**src/rtl/reg_status_file_pkg.sv**
```systemverilog
// Shared configuration for the architectural register file and its rename status.
// Sizes the ROB tag, the register array and the zero register.
package reg_status_file_pkg;

    localparam int ROB_SIZE_LOG = 4;
    localparam int ROB_SIZE     = 1 << ROB_SIZE_LOG;
    localparam int REG_COUNT    = 32;
    localparam int REG_ADDR_W   = 5;
    localparam int XLEN         = 32;

    localparam logic [REG_ADDR_W-1:0] ZERO_REG = '0;

    typedef logic [REG_ADDR_W-1:0] reg_addr_t;
    typedef logic [XLEN-1:0]       word_t;

    function automatic logic is_zero_reg(input reg_addr_t addr);
        return addr == ZERO_REG;
    endfunction

endpackage

```
**src/rtl/reg_read_port.sv**
```systemverilog
// One combinational operand read port: returns value or pending ROB tag,
// with x0 forced to zero and a same-cycle bypass of a matching commit.
module reg_read_port
    import reg_status_file_pkg::*;
#(
    parameter int TAG_W = ROB_SIZE_LOG
) (
    input  logic [REG_ADDR_W-1:0]             addr,
    input  logic [REG_COUNT-1:0][XLEN-1:0]    val_q,
    input  logic [REG_COUNT-1:0]              busy_q,
    input  logic [REG_COUNT-1:0][TAG_W-1:0]   tag_q,
    input  logic                              commit_send,
    input  logic [REG_ADDR_W-1:0]             commit_reg,
    input  logic [XLEN-1:0]                   commit_value,
    input  logic [TAG_W-1:0]                  commit_reorder,
    output logic                              busy,
    output logic [XLEN-1:0]                   val,
    output logic [TAG_W-1:0]                  reorder
);

    // NOTE: every output gets a default before any branch, so no latch is inferred.
    always_comb begin
        busy    = 1'b0;
        val     = '0;
        reorder = '0;
        if (!is_zero_reg(addr)) begin
            busy    = busy_q[addr];
            val     = val_q[addr];
            reorder = tag_q[addr];
            // The producer is committing right now: hand its value straight through.
            if (busy_q[addr] && commit_send && commit_reg == addr
                && commit_reorder == tag_q[addr]) begin
                busy = 1'b0;
                val  = commit_value;
            end
        end
    end

endmodule

```
**src/rtl/reg_status_file.sv**
```systemverilog
// Architectural register file with per-register rename status (busy + ROB tag).
// Consumes the ROB commit stream and flush; serves two operand read ports.
module reg_status_file
    import reg_status_file_pkg::*;
#(
    parameter int ROB_SIZE_LOG = reg_status_file_pkg::ROB_SIZE_LOG
) (
    input  logic                    clk,
    input  logic                    rst,
    input  logic                    rdy,
    input  logic                    clear,
    input  logic                    issue_valid,
    input  logic [REG_ADDR_W-1:0]   issue_rd,
    input  logic [ROB_SIZE_LOG-1:0] issue_reorder,
    input  logic                    commit_send,
    input  logic [REG_ADDR_W-1:0]   commit_reg,
    input  logic [XLEN-1:0]         commit_value,
    input  logic [ROB_SIZE_LOG-1:0] commit_reorder,
    input  logic [REG_ADDR_W-1:0]   rs1_addr,
    output logic                    rs1_busy,
    output logic [XLEN-1:0]         rs1_val,
    output logic [ROB_SIZE_LOG-1:0] rs1_reorder,
    input  logic [REG_ADDR_W-1:0]   rs2_addr,
    output logic                    rs2_busy,
    output logic [XLEN-1:0]         rs2_val,
    output logic [ROB_SIZE_LOG-1:0] rs2_reorder
);

    logic [REG_COUNT-1:0][XLEN-1:0]         val_q;
    logic [REG_COUNT-1:0]                   busy_q;
    logic [REG_COUNT-1:0][ROB_SIZE_LOG-1:0] tag_q;

    logic do_commit;
    logic do_issue;
    logic commit_retires;

    assign do_commit = commit_send && !is_zero_reg(commit_reg);
    assign do_issue  = issue_valid && !is_zero_reg(issue_rd) && !clear;

    // A younger issue to the same register keeps ownership even if the tag matches.
    assign commit_retires = busy_q[commit_reg] && tag_q[commit_reg] == commit_reorder
                            && !(do_issue && issue_rd == commit_reg);

    // NOTE: the whole array is reset asynchronously because consumers must read
    // a defined zero value and idle status straight out of reset; this forces
    // flops rather than a RAM macro, which the register count allows.
    always_ff @(posedge clk or negedge rst) begin
        if (!rst) begin
            val_q  <= '0;
            busy_q <= '0;
            tag_q  <= '0;
        end else if (rdy) begin
            // NOTE: non-blocking updates let later statements override earlier
            // ones for the same register while all conditions see pre-edge state.
            if (clear) begin
                busy_q <= '0;
            end
            if (do_commit) begin
                val_q[commit_reg] <= commit_value;
                if (commit_retires) begin
                    busy_q[commit_reg] <= 1'b0;
                end
            end
            if (do_issue) begin
                busy_q[issue_rd] <= 1'b1;
                tag_q[issue_rd]  <= issue_reorder;
            end
        end
    end

    reg_read_port #(.TAG_W(ROB_SIZE_LOG)) u_rs1 (
        .addr           (rs1_addr),
        .val_q          (val_q),
        .busy_q         (busy_q),
        .tag_q          (tag_q),
        .commit_send    (commit_send),
        .commit_reg     (commit_reg),
        .commit_value   (commit_value),
        .commit_reorder (commit_reorder),
        .busy           (rs1_busy),
        .val            (rs1_val),
        .reorder        (rs1_reorder)
    );

    reg_read_port #(.TAG_W(ROB_SIZE_LOG)) u_rs2 (
        .addr           (rs2_addr),
        .val_q          (val_q),
        .busy_q         (busy_q),
        .tag_q          (tag_q),
        .commit_send    (commit_send),
        .commit_reg     (commit_reg),
        .commit_value   (commit_value),
        .commit_reorder (commit_reorder),
        .busy           (rs2_busy),
        .val            (rs2_val),
        .reorder        (rs2_reorder)
    );

endmodule

```
**config.mk**
```make
export PLATFORM = sky130hd
export DESIGN_NAME = reg_status_file
export DESIGN_NICKNAME = d
export VERILOG_FILES = /design/src/rtl/reg_status_file_pkg.sv /design/src/rtl/reg_read_port.sv /design/src/rtl/reg_status_file.sv
export SDC_FILE = /design/constraint.sdc
export NUM_CORES = 2
export LEC_CHECK = 0
export ABC_CLOCK_PERIOD_IN_PS = 5940
export CELL_PAD_IN_SITES_DETAIL_PLACEMENT = 0
export CELL_PAD_IN_SITES_GLOBAL_PLACEMENT = 1
export CORE_AREA = 5 5 339 375
export DETAILED_ROUTE_END_ITERATION = 16
export DIE_AREA = 0 0 344 380
export GPL_TIMING_DRIVEN = 0
export PLACE_DENSITY_LB_ADDON = 0.1
export RECOVER_POWER = 25
export SETUP_SLACK_MARGIN = 0.05
export SYNTH_ARGS = -nofsm -noshare
export SYNTH_HDL_FRONTEND = slang
export SYNTH_HIERARCHICAL = 1
export SYNTH_SLANG_ARGS = --single-unit
```
**constraint.sdc**
```tcl
create_clock -name clk -period 5.94 [get_ports clk]
set_input_delay 1.188 -clock clk [delete_from_list [all_inputs] [get_ports clk]]
set_output_delay 1.188 -clock clk [all_outputs]
set_load 0.005 [all_outputs]
```
==> summary.txt <==
Detailed routing
  – Initial detailed-routing violation count: 5418
  – ANT nets after route: 0
  – Routed Wire Length: between 200 and 250 mm
  – Routed vias: between 40000 and 50000
  – Vias/cell: just over 7
  – Routed len/inst: roughly 38 um
  – Drt first pass iters: 6
  – # DRC: 0

Global route
  – Initial antenna violation count: 7
  – Gr ovfl total: 0
  – Largest net degree at the start of global routing: between 150 and 200
  – First-pass GRT wire length: approximately 340 mm
  – GRT Overall Usage: 37.2%
  – Vias in the first global route: about 46000

Clocking
  – Worst skew pair latency: 0.77 ns
  – CTS tree: yes
  – H-Tree Depth: 4
  – Num CTS Buffers: 133
  – Clock transition at path regs: roughly 0.060 ns
  – Root Driver: clkbuf_16
  – Clock sinks: 1184
  – Clock Tree Buf Depth: 3

Timing
  – Clock Skews: roughly 0.018 ns
  – Maximum clock rate: 169 MHz
  – Count of pins over their slew limit: 140
  – Period minus WS final: 5.92 ns
  – Final setup fails: 0
  – Crit share post-route: approximately 100%
  – Slew Limit Headroom: -145%
  – RSZ-0062 raised after global routing: true
  – Worst Setup Slack, final: ~0.017 ns
  – Endpoints failing hold: 0
  – Worst Tran Pin Value: ~3.7 ns

Place
  – Placed Instances: a little over 6000
  – Buffers on Ports: 132
  – Post-DP HPWL: ~160 mm
  – GP Congestion: slightly below 1
  – Pre-CTS WS: -2.00 ns

Synthesis
  – Syn Inst Count: 4358
  – Register bit count reported by yosys: 1184
  – Avg Cell Area, Syn: 15.1 sq um
  – Syn Nets: approximately 4400
  – Synth warn: 6
  – Synth cell types: 55
  – Mapped cell area: 0.0658 sq mm
  – Async SR Flop Fraction: 100%
  – Post-synth EDFFs: 0
  – Register area share after synthesis: between 40% and 50%
  – Post-synth top flop: dfrtp_1

Outcome
  – Outcome: finished, violations left
  – Failing checks: max-capacitance violations, max-slew violations

Pwr
  – PwrDens: about 300 mW/mm^2
  – Maximum vdd drop: 0.000306 V
  – Total chip power: about 23 mW
  – Leak Pwr: approximately 33 nW

Setup path
  – Critical Path AT: 4.74 ns
  – Setup CP Type: in -> out
  – CP required: ~4.8 ns
  – CP Max Fanout: 10
  – CP Capture Type: output pin
  – Critical Path Source Type: input pin

Floorplan
  – Ports: 140
  – # rows: about 140
  – Die Y-Extent: 380 um
  – Core footprint: roughly 0.12 sq mm
  – Initial Util: 53.7%
  – Die width: 344 um
  – Die area: ~0.13 sq mm

Final layout
  – Final Util: about three fifths
  – Ratio of cells with drive above 1 in the final layout: 51.0%
  – Post-Layout Cell Count: between 6000 and 7000
  – Synthesis-to-layout area growth: 14.8%
  – Post-layout nets: roughly 4700

Min path
  – Worst Hold Class: reg -> reg

Flow run
  – Max-cap violations: 2
[layer usage]
layer,global-route usage (%),wire length [um],vias up
met1,48.5,90800,24287
li1,-,-,17432
met4,20.4,16700,8
met3,11.2,24900,769
met5,0.744,80,-
met2,56.1,111000,2724
[worst paths after layout]
| check | from | slack (ns) | depth (start not counted) | endpoint |
|---|---|---|---|---|
| worst max-delay path | rs1_addr[1] | 0.02 | 12 | rs1_val[31] |
| max in group asynchronous | rst | 1.14 | 4 | val_q[304]$_DFFE_PN0P_ |
| min in group asynchronous | rst | 1.64 | 1 | tag_q[96]$_DFFE_PN0P_ |
| worst min register to register | val_q[14]$_DFFE_PN0P_ | 0.48 | 1 | val_q[14]$_DFFE_PN0P_ |
| worst min-delay path | val_q[14]$_DFFE_PN0P_ | 0.48 | 1 | val_q[14]$_DFFE_PN0P_ |
| worst max register to register | tag_q[28]$_DFFE_PN0P_ | 2.97 | 8 | busy_q[12]$_DFFE_PN0P_ |
[report_power, final]
group	internal [mW]	switching [mW]	total, mW	leakage, nW
Combinational	2.31	1.80	4.11	15.0
Sequential	9.04	0.722	9.76	15.8
Clock	5.27	3.56	8.82	2.30
[cell usage after synthesis, drive strengths merged (6+ instances only)]
library cell,number,area [sq um]
mux4,725,16300
xor2,15,131
o22ai,8,62.6
a22oi,24,180
clkbuf,257,965
mux2,1129,12700
nor4,9,92.6
or3,68,425
xnor2,10,87.6
nor3,28,145
nand3b,7,52.6
nor2,203,762
nand2b,8,50.1
nand3,30,150
and2,12,75.1
nand4,7,43.8
mux2i,140,1400
a21oi,43,215
o21ai,8,40.0
nor2b,20,125
and3,6,37.5
buf,224,1130
a31oi,31,194
dfrtp,1184,29600
nand2,120,450
[critical path, cell delays in order]
cell             delay, ns
buf_6                 0.14
buf_6                 0.21
buf_6                 0.22
buf_4                 0.29
clkbuf_2              0.34
buf_4                 0.39
mux4_2                0.32
mux4_2                0.24
nor2_1                0.03
or3_1                 0.32
mux2i_2               0.41
clkdlybuf4s50_1       0.60
[kinds of logic (layout without fill, tap and decap cells)]
group / Yosys count / count (layout) / synth area share (%)
compound gates: 136 / 136 / 1.34
xor+xnor: 25 / 25 / 0.333
buf+inv: 487 / 886 / 3.22
flops: 1184 / 1184 / 45.0
mux: 1994 / 1994 / 46.3
other cells: 0 / 9 / 0
simple gates: 532 / 532 / 3.84
[state kept, by name, indices dropped and copies added, names as in the netlist]
name	count
val_q	1024
tag_q	128
busy_q	32
[layout make-up]
cell class | count | area [sq um]
Clock buffer | 190 | 4000
Sequential cell | 1184 | 29600
Tap cell | 1644 | 2060
Multi-Input combinational cell | 2687 | 34500
Clock inverter | 51 | 657
Timing Repair Buffer | 160 | 1840
Inverter | 6 | 28.8
Buffer | 479 | 2790
Antenna cell | 9 | 22.5
Fill cell | 9308 | 46900
[placed cells by master (no fill, tap or decap), types with 15 or more instances in the layout]
cell | netlist | layout
a21oi_1 | 43 | 41
a22oi_1 | 24 | 24
a31oi_1 | 31 | 30
buf_1 | 71 | 45
buf_2 | 130 | 67
buf_4 | 12 | 67
buf_6 | 11 | 40
clkbuf_1 | 257 | 207
clkbuf_16 | 0 | 146
clkbuf_2 | 0 | 36
clkbuf_4 | 0 | 31
clkbuf_8 | 0 | 32
clkdlybuf4s50_1 | 0 | 116
clkinv_2 | 0 | 26
dfrtp_1 | 1184 | 1184
mux2_2 | 1129 | 1129
mux2i_1 | 140 | 111
mux2i_4 | 0 | 22
mux4_2 | 725 | 725
nand2_1 | 120 | 120
nand3_1 | 30 | 28
nor2_1 | 203 | 201
nor3_1 | 27 | 24
or3_1 | 68 | 66
xor2_1 | 15 | 15
[timing repair]
item,in CTS,in global routing
resized for setup,341,67
pin swaps,3,6
hold buffers,0,0
cloned,0,4
endpoints found under the setup margin,74,55
setup buffers,5,9
[per-stage QoR]
stage / hold slack, ns / setup TNS (ns) / area (sq um)
5_1_grt: 0.493 / 0 / 75500
4_1_cts: 0.410 / -0.0311 / 75100
3_3_place_gp: 0.452 / - / 69200
2_1_floorplan: 0.441 / 0 / 65800
6_report: 0.476 / 0 / 75600
3_5_place_dp: 0.465 / -117.17 / 69500
(Power assumes the default switching activity.)
